==> src/rtl/tx_am_scheduler_pkg.sv <==
`default_nettype none
// ============================================================================
//  Module      : tx_am_scheduler_pkg
//  Description : Shared block-type codes, widths and defaults for the TX slot
//                scheduler and its encoder-side consumers.
//  Revision    : 1.0  initial release
// ============================================================================
package tx_am_scheduler_pkg;

    localparam int c_nb_data_coded_def = 66;
    localparam int c_n_lanes_def       = 20;
    localparam int c_am_period_def     = 327680;
    localparam int c_max_deficit_def   = 63;

    localparam int c_type_w    = 4;
    localparam int c_lane_w    = 5;
    localparam int c_deficit_w = 6;

    typedef enum logic [c_type_w-1:0] {
        TYPE_E = 4'b0000,
        TYPE_T = 4'b0001,
        TYPE_C = 4'b0010,
        TYPE_S = 4'b0100,
        TYPE_D = 4'b1000
    } tx_type_e;

    // Frame tracking: start opens a frame, terminate or idle closes it.
    function automatic logic next_in_frame(input logic cur, input logic [c_type_w-1:0] blk_type);
        case (blk_type)
            TYPE_S:         return 1'b1;
            TYPE_T, TYPE_C: return 1'b0;
            default:        return cur;
        endcase
    endfunction

endpackage
`default_nettype wire

==> src/rtl/tx_am_scheduler_if.sv <==
`default_nettype none
// ============================================================================
//  Module      : tx_am_scheduler_if
//  Description : Upstream block channel and encoder-side outputs of the TX
//                slot scheduler.
//  Revision    : 1.0  initial release
// ============================================================================
interface tx_am_scheduler_if
    import tx_am_scheduler_pkg::*;
#(
    parameter int NB_DATA_CODED = c_nb_data_coded_def
);
    logic                      i_enable;
    logic                      i_valid;
    logic [c_type_w-1:0]       i_tx_type;
    logic [NB_DATA_CODED-1:0]  i_tx_coded;
    logic                      o_ready;
    logic                      o_enc_valid;
    logic [c_type_w-1:0]       o_tx_type;
    logic [NB_DATA_CODED-1:0]  o_tx_coded;
    logic                      o_am_insert;
    logic [c_lane_w-1:0]       o_am_lane;
    logic [c_deficit_w-1:0]    o_deficit;
    logic                      o_deficit_ovf;

    // Scheduler side
    modport slave (
        input  i_enable, i_valid, i_tx_type, i_tx_coded,
        output o_ready, o_enc_valid, o_tx_type, o_tx_coded,
               o_am_insert, o_am_lane, o_deficit, o_deficit_ovf
    );

    // Upstream source / encoder side
    modport master (
        output i_enable, i_valid, i_tx_type, i_tx_coded,
        input  o_ready, o_enc_valid, o_tx_type, o_tx_coded,
               o_am_insert, o_am_lane, o_deficit, o_deficit_ovf
    );

endinterface
`default_nettype wire

==> src/rtl/tx_am_scheduler_am_slot_counter.sv <==
`default_nettype none
// ============================================================================
//  Module      : am_slot_counter
//  Description : Slot counter over one AM period; flags the AM slots at the
//                head of each period and supplies their lane index.
//  Revision    : 1.0  initial release
// ============================================================================
module am_slot_counter
    import tx_am_scheduler_pkg::*;
#(
    parameter int N_LANES   = c_n_lanes_def,
    parameter int AM_PERIOD = c_am_period_def
) (
    input  wire logic                i_clock,
    input  wire logic                i_reset,
    input  wire logic                i_enable,
    output logic                     o_am_slot,
    output logic [c_lane_w-1:0]      o_am_lane
);

    localparam int CNT_W = (AM_PERIOD > 1) ? $clog2(AM_PERIOD) : 1;

    logic [CNT_W-1:0] r_slot_cnt;

    always_ff @(posedge i_clock) begin
        if (i_reset) begin
            r_slot_cnt <= '0;
        end else if (i_enable) begin
            if (r_slot_cnt == CNT_W'(AM_PERIOD - 1)) begin
                r_slot_cnt <= '0;
            end else begin
                r_slot_cnt <= r_slot_cnt + 1'b1;
            end
        end
    end

    assign o_am_slot = (r_slot_cnt < CNT_W'(N_LANES));
    assign o_am_lane = c_lane_w'(r_slot_cnt);

endmodule
`default_nettype wire

==> src/rtl/tx_am_scheduler.sv <==
`default_nettype none
// ============================================================================
//  Module      : tx_am_scheduler
//  Description : Reserves AM slots every AM period, stalls upstream during them
//                and repays the lost bandwidth by deleting inter-frame idles.
//  Revision    : 1.0  initial release
// ============================================================================
module tx_am_scheduler
    import tx_am_scheduler_pkg::*;
#(
    parameter int NB_DATA_CODED = c_nb_data_coded_def,
    parameter int N_LANES       = c_n_lanes_def,
    parameter int AM_PERIOD     = c_am_period_def,
    parameter int MAX_DEFICIT   = c_max_deficit_def
) (
    input  wire logic          i_clock,
    input  wire logic          i_reset,
    tx_am_scheduler_if.slave   bus
);

    logic                      w_slot;
    logic                      w_am_slot;
    logic [c_lane_w-1:0]       w_am_lane;
    logic                      w_accept;
    logic                      w_delete;
    logic                      w_forward;
    logic                      w_deficit_sat;

    logic                      r_enc_valid;
    logic [c_type_w-1:0]       r_tx_type;
    logic [NB_DATA_CODED-1:0]  r_tx_coded;
    logic                      r_am_insert;
    logic [c_lane_w-1:0]       r_am_lane;
    logic [c_deficit_w-1:0]    r_deficit;
    logic                      r_deficit_ovf;
    logic                      r_in_frame;

    am_slot_counter #(
        .N_LANES   (N_LANES),
        .AM_PERIOD (AM_PERIOD)
    ) u_am_slot_counter (
        .i_clock   (i_clock),
        .i_reset   (i_reset),
        .i_enable  (bus.i_enable),
        .o_am_slot (w_am_slot),
        .o_am_lane (w_am_lane)
    );

    assign w_slot        = bus.i_enable && !i_reset;
    assign bus.o_ready   = w_slot && !w_am_slot;
    assign w_accept      = bus.i_valid && bus.o_ready;
    // Only idles between frames may be dropped, and only while bandwidth is owed.
    assign w_delete      = w_accept && (bus.i_tx_type == TYPE_C) && !r_in_frame
                           && (r_deficit != '0);
    assign w_forward     = w_accept && !w_delete;
    assign w_deficit_sat = (r_deficit == c_deficit_w'(MAX_DEFICIT));

    always_ff @(posedge i_clock) begin
        if (i_reset) begin
            r_enc_valid   <= 1'b0;
            r_tx_type     <= '0;
            r_tx_coded    <= '0;
            r_am_insert   <= 1'b0;
            r_am_lane     <= '0;
            r_deficit     <= '0;
            r_deficit_ovf <= 1'b0;
            r_in_frame    <= 1'b0;
        end else begin
            r_enc_valid <= w_forward;
            r_am_insert <= bus.i_enable && w_am_slot;

            if (bus.i_enable && w_am_slot) begin
                r_am_lane <= w_am_lane;
                if (w_deficit_sat) begin
                    r_deficit_ovf <= 1'b1;
                end else begin
                    r_deficit <= r_deficit + 1'b1;
                end
            end

            if (w_delete) begin
                r_deficit <= r_deficit - 1'b1;
            end

            if (w_forward) begin
                r_tx_type  <= bus.i_tx_type;
                r_tx_coded <= bus.i_tx_coded;
                r_in_frame <= next_in_frame(r_in_frame, bus.i_tx_type);
            end
        end
    end

    assign bus.o_enc_valid   = r_enc_valid;
    assign bus.o_tx_type     = r_tx_type;
    assign bus.o_tx_coded    = r_tx_coded;
    assign bus.o_am_insert   = r_am_insert;
    assign bus.o_am_lane     = r_am_lane;
    assign bus.o_deficit     = r_deficit;
    assign bus.o_deficit_ovf = r_deficit_ovf;

endmodule
`default_nettype wire
==> src/flat_wrapper.sv <==
// flat-port wrapper written by rule: the top's interface ports become plain ports
module tx_am_scheduler_flat import tx_am_scheduler_pkg::*;
#(
    parameter int NB_DATA_CODED = c_nb_data_coded_def,
    parameter int N_LANES       = c_n_lanes_def,
    parameter int AM_PERIOD     = c_am_period_def,
    parameter int MAX_DEFICIT   = c_max_deficit_def
)
  (i_clock, i_reset, bus_i_enable, bus_i_valid, bus_i_tx_type, bus_i_tx_coded, bus_o_ready, bus_o_enc_valid, bus_o_tx_type, bus_o_tx_coded, bus_o_am_insert, bus_o_am_lane, bus_o_deficit, bus_o_deficit_ovf);
  tx_am_scheduler_if #(.NB_DATA_CODED(NB_DATA_CODED)) bus_i ();
  input  wire logic i_clock;
  input  wire logic i_reset;
  input wire logic [$bits(bus_i.i_enable)-1:0] bus_i_enable;
  input wire logic [$bits(bus_i.i_valid)-1:0] bus_i_valid;
  input wire logic [$bits(bus_i.i_tx_type)-1:0] bus_i_tx_type;
  input wire logic [$bits(bus_i.i_tx_coded)-1:0] bus_i_tx_coded;
  output wire logic [$bits(bus_i.o_ready)-1:0] bus_o_ready;
  output wire logic [$bits(bus_i.o_enc_valid)-1:0] bus_o_enc_valid;
  output wire logic [$bits(bus_i.o_tx_type)-1:0] bus_o_tx_type;
  output wire logic [$bits(bus_i.o_tx_coded)-1:0] bus_o_tx_coded;
  output wire logic [$bits(bus_i.o_am_insert)-1:0] bus_o_am_insert;
  output wire logic [$bits(bus_i.o_am_lane)-1:0] bus_o_am_lane;
  output wire logic [$bits(bus_i.o_deficit)-1:0] bus_o_deficit;
  output wire logic [$bits(bus_i.o_deficit_ovf)-1:0] bus_o_deficit_ovf;
  assign bus_i.i_enable = bus_i_enable;
  assign bus_i.i_valid = bus_i_valid;
  assign bus_i.i_tx_type = bus_i_tx_type;
  assign bus_i.i_tx_coded = bus_i_tx_coded;
  assign bus_o_ready = bus_i.o_ready;
  assign bus_o_enc_valid = bus_i.o_enc_valid;
  assign bus_o_tx_type = bus_i.o_tx_type;
  assign bus_o_tx_coded = bus_i.o_tx_coded;
  assign bus_o_am_insert = bus_i.o_am_insert;
  assign bus_o_am_lane = bus_i.o_am_lane;
  assign bus_o_deficit = bus_i.o_deficit;
  assign bus_o_deficit_ovf = bus_i.o_deficit_ovf;
  tx_am_scheduler #(.NB_DATA_CODED(NB_DATA_CODED), .N_LANES(N_LANES), .AM_PERIOD(AM_PERIOD), .MAX_DEFICIT(MAX_DEFICIT)) u_core (.i_clock(i_clock), .i_reset(i_reset), .bus(bus_i));
endmodule
==> config.mk <==
export PLATFORM = sky130hd
export DESIGN_NAME = tx_am_scheduler_flat
export DESIGN_NICKNAME = d
export VERILOG_FILES = /design/src/rtl/tx_am_scheduler_pkg.sv /design/src/rtl/tx_am_scheduler_if.sv /design/src/rtl/tx_am_scheduler_am_slot_counter.sv /design/src/rtl/tx_am_scheduler.sv /design/src/flat_wrapper.sv
export SDC_FILE = /design/constraint.sdc
export NUM_CORES = 1
export LEC_CHECK = 0
export CAP_MARGIN = 15
export CORE_MARGIN = 5
export CORE_UTILIZATION = 47
export DETAILED_ROUTE_END_ITERATION = 8
export GPL_ROUTABILITY_DRIVEN = 0
export PLACE_DENSITY = 0.95
export SETUP_SLACK_MARGIN = 0.05
export SLEW_MARGIN = 20
export SYNTH_ARGS = -nofsm -noshare
export SYNTH_HDL_FRONTEND = slang
export SYNTH_SLANG_ARGS = --single-unit
==> constraint.sdc <==
create_clock -name i_clock -period 5.3 [get_ports i_clock]
set_clock_uncertainty 0.1 [all_clocks]
set_input_delay 0.53 -clock i_clock [delete_from_list [all_inputs] [get_ports i_clock]]
set_output_delay 0.53 -clock i_clock [all_outputs]
set_load 0.01 [all_outputs]
==> impl_metrics.env <==
export IMPL_startpoint="bus_i_tx_type[0]"
export IMPL_r2r_start="u_core.u_am_slot_counter.r_slot_cnt[8]$_SDFFE_PP0P_"
export IMPL_final_core_util=0.689
export IMPL_wl_um=11500
export IMPL_synthCells=507
export IMPL_clock_sinks=104
export IMPL_path_buf_inv=2
export IMPL_place_hpwl_um=8450
export IMPL_numCtsBuffers=9
export IMPL_cts_resized=0
export IMPL_clkPwrFrac=0.381
export IMPL_clk_path_buf_depth=2
export IMPL_slew_viol_final=0
export IMPL_slowest_stage="or4b_1"
export IMPL_synth_compound_area_frac=0.128
export IMPL_ir_drop_uv=127
export IMPL_seqCellArea_um2=2080
export IMPL_synth_area_leaders="dfxtp_1 (51%), nand2_1 (14%), a21oi_1 (9.4%)"
export IMPL_crit_path_end_kind="register"
export IMPL_max_freq_mhz=289
export IMPL_critPathLaunchType="primary input"
export IMPL_reg2reg_to="u_core.bus.o_deficit[4]$_SDFFE_PP0P_"
export IMPL_ios=159
export IMPL_p_int_mw=1.12
export IMPL_power_frac_seq=0.551
export IMPL_path_clk_slew_ps=100
export IMPL_synth_ff_type="dfxtp_1"
export IMPL_wl_per_cell_um=15.1
export IMPL_multiInputGateArea_um2=1880
export IMPL_start_util=0.477
export IMPL_rr_worst_depth=10
export IMPL_path_cells="clkdlybuf4s50_1 > or4b_1 > a211o_1 > a211o_1 > clkinv_8 > ha_1 > nor2b_1 > o21a_1 > or3_1 > o211ai_1 > a21oi_1"
export IMPL_fin_crit_ps=3460
export IMPL_synth_xor_area_frac=0.0425
export IMPL_via_per_inst=5.27
export IMPL_worst_slew_pin_slew_ps=944
export IMPL_htree_levels=3
export IMPL_synthAdderAreaFrac=0.0201
export IMPL_dr_total_vias=4014
export IMPL_hold_viol=0
export IMPL_seq_area_frac_synth=0.506
export IMPL_cts_setup_buffers=0
export IMPL_status="finished, final reports clean"
export IMPL_power_frac_comb=0.068
export IMPL_timing_critical_path_mode_cell="a211o_1"
export IMPL_grt_max_degree=88
export IMPL_yosys_area_share_simple=0.249
export IMPL_crit_family="compound AO/OA/AOI/OAI gates"
export IMPL_syn_nets=587
export IMPL_grt_pass1_wl_um=19000
export IMPL_grtUsageTotal=0.209
export IMPL_antenna_found_initial=0
export IMPL_crit_cells=11
export IMPL_drtAntennaViolNets=0
export IMPL_syn_area_per_cell_um2=8.12
export IMPL_p_switching_mw=0.316
export IMPL_whs_ps=359
export IMPL_p_per_area_nw_per_um2=241
export IMPL_yosys_warnings=0
export IMPL_drcViolationCount=0
export IMPL_synth_edff_count=0
export IMPL_die_w_um=104
export IMPL_cts_tree="built"
export IMPL_grt_overflow_total=0
export IMPL_root_buffer="clkbuf_8"
export IMPL_fill_cells=667
export IMPL_drive_gt1_frac=0.0352
export IMPL_synth_seq_cells=104
export IMPL_worstSetupEndpoint="u_core.bus.o_deficit[4]$_SDFFE_PP0P_"
export IMPL_relSlewSlack=0.371
export IMPL_synth_top_family_by_area="simple AND/OR/NAND/NOR gates"
export IMPL_firstDrtPassIters=5
export IMPL_yosysTopAreaCellShare=0.506
export IMPL_n_antenna_cell=0
export IMPL_critical_path_class="primary input to register"
export IMPL_clock_latency_ps=350
export IMPL_die_area_um2=10700
export IMPL_setup_tns_ps=0
export IMPL_rsz0062_at_grt="false"
export IMPL_p_leak_nw=2.03
export IMPL_area_growth_pct=44.6
export IMPL_num_rows=34
export IMPL_port_buffers=158
export IMPL_hp_class="register to register"
export IMPL_required_ps=5410
export IMPL_switching_share=0.220
export IMPL_ys_async_sr_fraction=0
export IMPL_min_period_over_period=0.653
export IMPL_ctsHoldBuffers=0
export IMPL_final_common_cell="clkdlybuf4s50_1"
export IMPL_grt_pass1_vias=4013
export IMPL_netlist_cell_type_count=38
export IMPL_max_cap_viol_count=0
export IMPL_synth_mux_area_frac=0.0146
export IMPL_r2r_setup_slack_ps=2300
export IMPL_setup_viol=0
export IMPL_core_area_um2=8640
export IMPL_yosysTopAreaCell="dfxtp_1"
export IMPL_die_h_um=104
export IMPL_final_cell_mix="clkdlybuf4s50_1 (157), nand2_1 (150), dfxtp_1 (104), a21oi_1 (77), nor2_1 (37)"
export IMPL_critPathArrivalTime_ps=3570
export IMPL_final_net_count=729
export IMPL_drtIter0Drc=185
export IMPL_critPathMaxStageDelay_ps=520
export IMPL_synth_area_um2=4120
export IMPL_path_max_fanout=9
[layer usage]
layer	up-vias	track usage	part of all wire
met5	-	0	0
met4	0	0.0918	0.024
met2	151	0.383	0.52
met3	21	0.0510	0.065
li1	1966	-	-
met1	1876	0.224	0.39
[logic make-up (layout without fill, tap and decap cells)]
| group | Yosys count | after routing |
|---|---|---|
| xor+xnor | 20 | 20 |
| compound gates | 95 | 95 |
| buf+inv | 36 | 183 |
| simple gates | 240 | 240 |
| flops | 104 | 104 |
| mux | 6 | 6 |
| fa+ha+maj | 6 | 6 |
[through the flow]
step | area [um^2] | power, mW | setup WS [ps] | instances
4_1_cts | 5950 | 1.45 | 1860 | 762
3_5_place_dp | 5730 | 0.905 | 1470 | 746
3_3_place_gp | 5730 | 0.903 | 1570 | 746
5_1_grt | 5950 | 1.49 | 1770 | 762
2_1_floorplan | 4120 | 0.838 | 2260 | 507
6_report | 5950 | 1.43 | 1840 | 762
[worst min-delay path: stages (launching register included)]
cell	delay, ps
dfxtp_1	320
nand2_1	50
a21oi_1	50
[registers in the layout, indices dropped and copies added (netlist names)]
signal                               flops
u_core.bus.o_deficit_ovf                 1
u_core.bus.o_tx_type                     4
u_core.u_am_slot_counter.r_slot_cnt     19
u_core.r_in_frame                        1
u_core.bus.o_tx_coded                   66
u_core.bus.o_am_insert                   1
u_core.bus.o_am_lane                     5
u_core.bus.o_deficit                     6
u_core.bus.o_enc_valid                   1
[power groups by stage]
stage / Combinational, mW / Sequential [mW] / Clock (mW)
after floorplan: 0.0297 / 0.808 / 0
final: 0.0974 / 0.790 / 0.547
after global routing: 0.104 / 0.791 / 0.592
after CTS: 0.0978 / 0.790 / 0.561
after global placement: 0.0947 / 0.808 / 0
after detailed placement: 0.0970 / 0.808 / 0
[final cells by class]
type                            instances  share of cell area
Sequential cell                       104               0.350
Tap cell                              108              0.0227
Timing Repair Buffer                  160               0.267
Inverter                                7             0.00673
Multi-Input combinational cell        367               0.316
Clock inverter                          7              0.0168
Clock buffer                            9              0.0208
[cell usage after synthesis (3+ instances only)]
master      n
ha_1        5
inv_1       5
and3_1      5
nand3_1    11
dfxtp_1   104
nor4_1      4
a211o_1     4
nand4_1     7
xnor2_1    12
clkbuf_1   19
nor3_1     12
mux2i_1     6
o211ai_1    3
buf_2       9
a21oi_1    77
nand2_1   150
nor2b_1     3
nor2_1     37
o21ai_0     4
xor2_1      8
[worst min-delay path by stage]
stage / from / to / cells after the start
global route: u_core.bus.o_tx_coded[18]$_SDFFE_PP0P_ / u_core.bus.o_tx_coded[18]$_SDFFE_PP0P_ / 2
finish: u_core.bus.o_tx_type[2]$_SDFFE_PP0P_ / u_core.bus.o_tx_type[2]$_SDFFE_PP0P_ / 2
detailed placement: u_core.bus.o_tx_coded[10]$_SDFFE_PP0P_ / u_core.bus.o_tx_coded[10]$_SDFFE_PP0P_ / 2
CTS: u_core.bus.o_tx_coded[10]$_SDFFE_PP0P_ / u_core.bus.o_tx_coded[10]$_SDFFE_PP0P_ / 2
global placement: u_core.bus.o_tx_coded[11]$_SDFFE_PP0P_ / u_core.bus.o_tx_coded[11]$_SDFFE_PP0P_ / 2
floorplan: u_core.u_am_slot_counter.r_slot_cnt[1]$_SDFFE_PP0P_ / u_core.u_am_slot_counter.r_slot_cnt[1]$_SDFFE_PP0P_ / 2
Note: power is estimated with default switching activity, not from simulation.
